### config.mk
export PLATFORM = sky130hd
export DESIGN_NAME = rr_channel_arbiter
export DESIGN_NICKNAME = d
export VERILOG_FILES = /design/src/rtl/arb_pkg.sv /design/src/rtl/rr_priority_select.sv /design/src/rtl/rr_channel_arbiter.sv
export SDC_FILE = /design/constraint.sdc
export NUM_CORES = 1
export LEC_CHECK = 0
export CAP_MARGIN = 20
export CORE_MARGIN = 5
export CORE_UTILIZATION = 40
export DETAILED_ROUTE_END_ITERATION = 10
export GPL_TIMING_DRIVEN = 0
export PLACE_DENSITY_LB_ADDON = 0.12
export SYNTH_ARGS = -nofsm -noshare
export SYNTH_HDL_FRONTEND = slang
export SYNTH_HIERARCHICAL = 1
export SYNTH_SLANG_ARGS = --single-unit
### constraint.sdc
create_clock -name clk -period 1.5 [get_ports clk]
set_input_delay 0.375 -clock clk [delete_from_list [all_inputs] [get_ports clk]]
set_output_delay 0.375 -clock clk [all_outputs]
set_load 0.03 [all_outputs]
### src/rtl/arb_pkg.sv
// Shared state type and limits for the round-robin output-channel arbiter.
package arb_pkg;

  localparam int MAX_REQ = 8;

  typedef enum logic [1:0] {
    IDLE    = 2'd0,
    OUT_REQ = 2'd1,
    OUT_REL = 2'd2,
    IN_ACK  = 2'd3
  } arb_state_e;

endpackage

### src/rtl/rr_priority_select.sv
// Combinational round-robin pick: rotate the request vector so ptr sits at bit 0,
// take the lowest set bit, then map that offset back to a requester index.
module rr_priority_select #(
  parameter int N   = 2,
  parameter int IDW = 1
) (
  input  logic [N-1:0]   req,
  input  logic [IDW-1:0] ptr,
  output logic           valid,
  output logic [IDW-1:0] winner
);

  logic [N-1:0]   rot;
  logic [IDW-1:0] offs;
  logic [IDW:0]   sum;

  always_comb begin
    rot = '0;
    for (int i = 0; i < N; i++) begin
      rot[i] = req[(i + int'(ptr)) % N];
    end
  end

  // Scan downwards so the lowest set bit of the rotated vector wins.
  always_comb begin
    offs = '0;
    for (int i = N - 1; i >= 0; i--) begin
      if (rot[i]) offs = IDW'(i);
    end
  end

  assign sum    = {1'b0, offs} + {1'b0, ptr};
  assign winner = (sum >= (IDW+1)'(N)) ? IDW'(sum - (IDW+1)'(N)) : sum[IDW-1:0];
  assign valid  = |req;

endmodule

### src/rtl/rr_channel_arbiter.sv
// Round-robin arbiter merging NUM_REQ 4-phase bundled-data channels onto one output;
// the output handshake completes fully before the granted input is acknowledged.
//
//   state   | meaning
//   IDLE    | waiting for a request with out_ack low; picks the next winner
//   OUT_REQ | out_req high with latched data, waiting for out_ack=1
//   OUT_REL | out_req dropped, waiting for out_ack=0
//   IN_ACK  | in_ack[grant_id] high, waiting for the requester to drop in_req
module rr_channel_arbiter #(
  parameter  int WIDTH   = 8,
  parameter  int NUM_REQ = 2,
  localparam int ID_W    = $clog2(NUM_REQ)
) (
  input  logic                     clk,
  input  logic                     rst,
  input  logic [NUM_REQ-1:0]       in_req,
  input  logic [NUM_REQ*WIDTH-1:0] in_data,
  output logic [NUM_REQ-1:0]       in_ack,
  output logic                     out_req,
  output logic [WIDTH-1:0]         out_data,
  input  logic                     out_ack,
  output logic [ID_W-1:0]          grant_id,
  output logic                     busy
);

  import arb_pkg::*;

  if (NUM_REQ < 2 || NUM_REQ > MAX_REQ) begin : g_bad_num_req
    $error("rr_channel_arbiter: NUM_REQ must be within 2..%0d", MAX_REQ);
  end

  arb_state_e         state, state_n;
  logic [ID_W-1:0]    ptr, ptr_n, grant_n;
  logic               out_req_n, busy_n;
  logic [WIDTH-1:0]   out_data_n;
  logic [NUM_REQ-1:0] in_ack_n;
  logic               sel_valid;
  logic [ID_W-1:0]    sel_winner;

  rr_priority_select #(
    .N   (NUM_REQ),
    .IDW (ID_W)
  ) u_sel (
    .req    (in_req),
    .ptr    (ptr),
    .valid  (sel_valid),
    .winner (sel_winner)
  );

  always_ff @(posedge clk or posedge rst) begin
    if (rst) begin
      state    <= IDLE;
      ptr      <= '0;
      grant_id <= '0;
      out_req  <= 1'b0;
      out_data <= '0;
      in_ack   <= '0;
      busy     <= 1'b0;
    end else begin
      state    <= state_n;
      ptr      <= ptr_n;
      grant_id <= grant_n;
      out_req  <= out_req_n;
      out_data <= out_data_n;
      in_ack   <= in_ack_n;
      busy     <= busy_n;
    end
  end

  always_comb begin
    state_n    = state;
    ptr_n      = ptr;
    grant_n    = grant_id;
    out_req_n  = out_req;
    out_data_n = out_data;
    in_ack_n   = in_ack;
    case (state)
      IDLE: begin
        // A stale out_ack from the previous transfer blocks new grants.
        if (sel_valid && !out_ack) begin
          grant_n    = sel_winner;
          out_data_n = in_data[int'(sel_winner)*WIDTH +: WIDTH];
          out_req_n  = 1'b1;
          state_n    = OUT_REQ;
        end
      end
      OUT_REQ: begin
        if (out_ack) begin
          out_req_n = 1'b0;
          state_n   = OUT_REL;
        end
      end
      OUT_REL: begin
        if (!out_ack) begin
          in_ack_n           = '0;
          in_ack_n[grant_id] = 1'b1;
          state_n            = IN_ACK;
        end
      end
      IN_ACK: begin
        if (!in_req[grant_id]) begin
          in_ack_n = '0;
          ptr_n    = (grant_id == ID_W'(NUM_REQ - 1)) ? '0 : grant_id + ID_W'(1);
          state_n  = IDLE;
        end
      end
      default: state_n = IDLE;
    endcase
    busy_n = (state_n != IDLE);
  end

endmodule

==> metrics <==
Avg Synthesized Cell Area 10.9 µm²; DR vias 639; yosys warns 6; DRC Markers 0; Layout area overhead 54.7%; Synth Flop Type dfrtp_1; Die Y 53.4 µm; Die Area 0.00285 mm²; Max rail drop VDD 1150 µV; worst-case clock skew 5.49 ps; Mapped Cells 69; Crit. End Element register; Worst EP arrival 1660 ps; Netlist cell types 19; number of global-route vias before repair 676; CTS Hold Bufs 0; Async S/R FF share, synth 100%; # diodes 0; Switching Power 0.953 mW; clk buf depth 2; Least-Margin Pin Slew 595 ps; H-tree lvl count 1; CP startpoint kind primary input; Worst Path Class, Setup primary input to register; # IOs 34; clk sinks 16; Reg clk slew, reported paths 100 ps; FMAX 673 MHz; outcome completed; CP Max Fanout 5; Synthesized Nets 90; Power Density 1890 mW/mm²; final wirelength 1.76 mm; TNS Setup 0 ps; initial core utilization 42.7%; first-pass GRT wire length 2.93 mm; RSZ-0062 raised after global routing false; min cycle time layout 1490 ps; placement row count 15; initial antenna violation count 0; Clk pwr share 13.0%; Placeable Area 0.00176 mm²; Setup WS post-layout 14.0 ps; root cell of the clock tree clkbuf_4; Die X 53.4 µm; Crit path required time 1680 ps; GRT overflow 0; CTS tree done; logic gate share of total power 50.8%; gpl congestion 0.730; drt wl/cell 13.2 µm; Tightest Hold Check Type primary input to asynchronous set/reset pin; Pleak 0.526 nW; reg2reg end grant_id; Finished Cell Area 0.00116 mm²; synthesis-stage register bit count 16; Num CTS Buffers 3; layout cell share with drive strength beyond 1 15.7%; Reg2Reg Setup Slack 140 ps; drt first pass iters 3; Setup crit end grant_id; Worst Reg-to-Reg Cells 3; Switching Share 43.4%; vias per inst 4.80; Final Cycle Share 99.1%; DR iter-0 viols 6; area of placed instances 0.00111 mm²; worst reg2reg startpoint state[1]; number of hold violations in the final report 0; GRT Overall Usage 14.7%; final core occ 66.0%; Max-slew headroom 60.3%; total power 2.20 mW; nets 130; worst setup path startpoint out_ack; P_int 1.24 mW; Port Buffers 33; dpl ws -606 ps; sequential fraction of the synthesis area 53.2%; endpoints failing setup 0; hpwl dp 1.24 mm; Synth Cell Area 753 µm²; Max Cap Viol 0; Post-synth EDFFs 0; Seq pwr share 36.2%; ANT nets after route 0; largest net degree at the start of global routing 17; count of pins over their slew limit 0; Clock Latency Late Sink 290 ps
routing by layer:
| layer | track usage, % | up-vias | routed length, µm | share of wire, % |
|---|---|---|---|---|
| met1 | 16.4 | 293 | 727 | 41 |
| met2 | 23.7 | 21 | 844 | 48 |
| met4 | 8.94 | 0 | 46 | 2.6 |
| li1 | - | 320 | - | - |
| met3 | 5.07 | 5 | 143 | 8.1 |
| met5 | 0 | - | 0 | 0 |
power by group through the flow:
stage	Combinational [mW]	Sequential (mW)	Clock, mW
final	1.12	0.796	0.285
after detailed placement	1.21	0.802	0
after global placement	1.20	0.793	0
after floorplan	0.406	1.12	0
after global routing	1.21	0.836	0.320
after CTS	1.11	0.787	0.299
state kept, by name, indices dropped and copies added (netlist names):
name,count
state,2
grant_id,1
out_data,8
busy,1
ptr,1
out_req,1
in_ack,2
Yosys cell counts (2+ instances only):
library cell	instances	share of area, %
dfrtp_1	16	53
nor2_1	12	6.0
o21ai_0	4	2.7
inv_1	3	1.5
mux2i_1	9	12
a21oi_1	10	6.6
o21bai_1	2	2.0
a211oi_1	2	2.0
cell type report:
| type | count | area [µm²] |
|---|---|---|
| plain buffers | 1 | 11.3 |
| clock buffers | 4 | 36.3 |
| fillers | 168 | 599 |
| inverters | 3 | 11.3 |
| multi-input cells | 48 | 337 |
| flip-flops and latches | 16 | 402 |
| well taps | 25 | 31.3 |
| repair buffers | 36 | 337 |
cells in the final DEF (no fill, tap or decap), drive strengths merged, types with 2 or more instances in the layout:
cell | synthesis | routed
clkdlybuf4s50 | 0 | 18
dfrtp | 16 | 16
dlygate4sd2 | 0 | 14
nor2 | 12 | 12
a21oi | 10 | 10
mux2i | 9 | 9
o21ai | 4 | 4
clkbuf | 0 | 4
buf | 2 | 4
inv | 3 | 3
o21bai | 2 | 2
a211oi | 2 | 2
timing repair:
action	in CTS	in global routing
hold endpoints to repair	0	0
setup endpoints to repair	24	10
pin swaps	1	0
gates resized for setup	17	3
buffers inserted	2	1
how the worst min path moves through the flow:
stage / startpoint / to / slack (ps) / depth (start not counted)
after floorplan: rst / busy / 290 / 1
final: rst / out_data[4] / 440 / 2
after detailed placement: out_data[2] / out_data[2] / 520 / 2
after global routing: rst / out_data[6] / 500 / 2
after global placement: out_data[5] / out_data[5] / 510 / 2
after CTS: rst / out_data[4] / 460 / 2
kinds of logic (layout without fill, tap and decap cells):
family	after synthesis	count (layout)	synth area share, %
buf+inv	5	44	3.49
compound gates	20	20	15.6
simple gates	17	17	12.3
flops	16	16	53.2
mux	10	10	14.0
fa+ha+maj	1	1	1.49
per-stage QoR:
| step | hold slack (ps) | std cells |
|---|---|---|
| floorplan | 289 | 69 |
| finish | 439 | 133 |
| global route | 503 | 133 |
| CTS | 461 | 132 |
| global placement | 506 | 127 |
| detailed placement | 519 | 127 |
critical path: stages:
cell and delay [ps]:
clkdlybuf4s50_1 530, nor4b_4 280, buf_4 180, mux2_4 290
(Power assumes the default switching activity.)
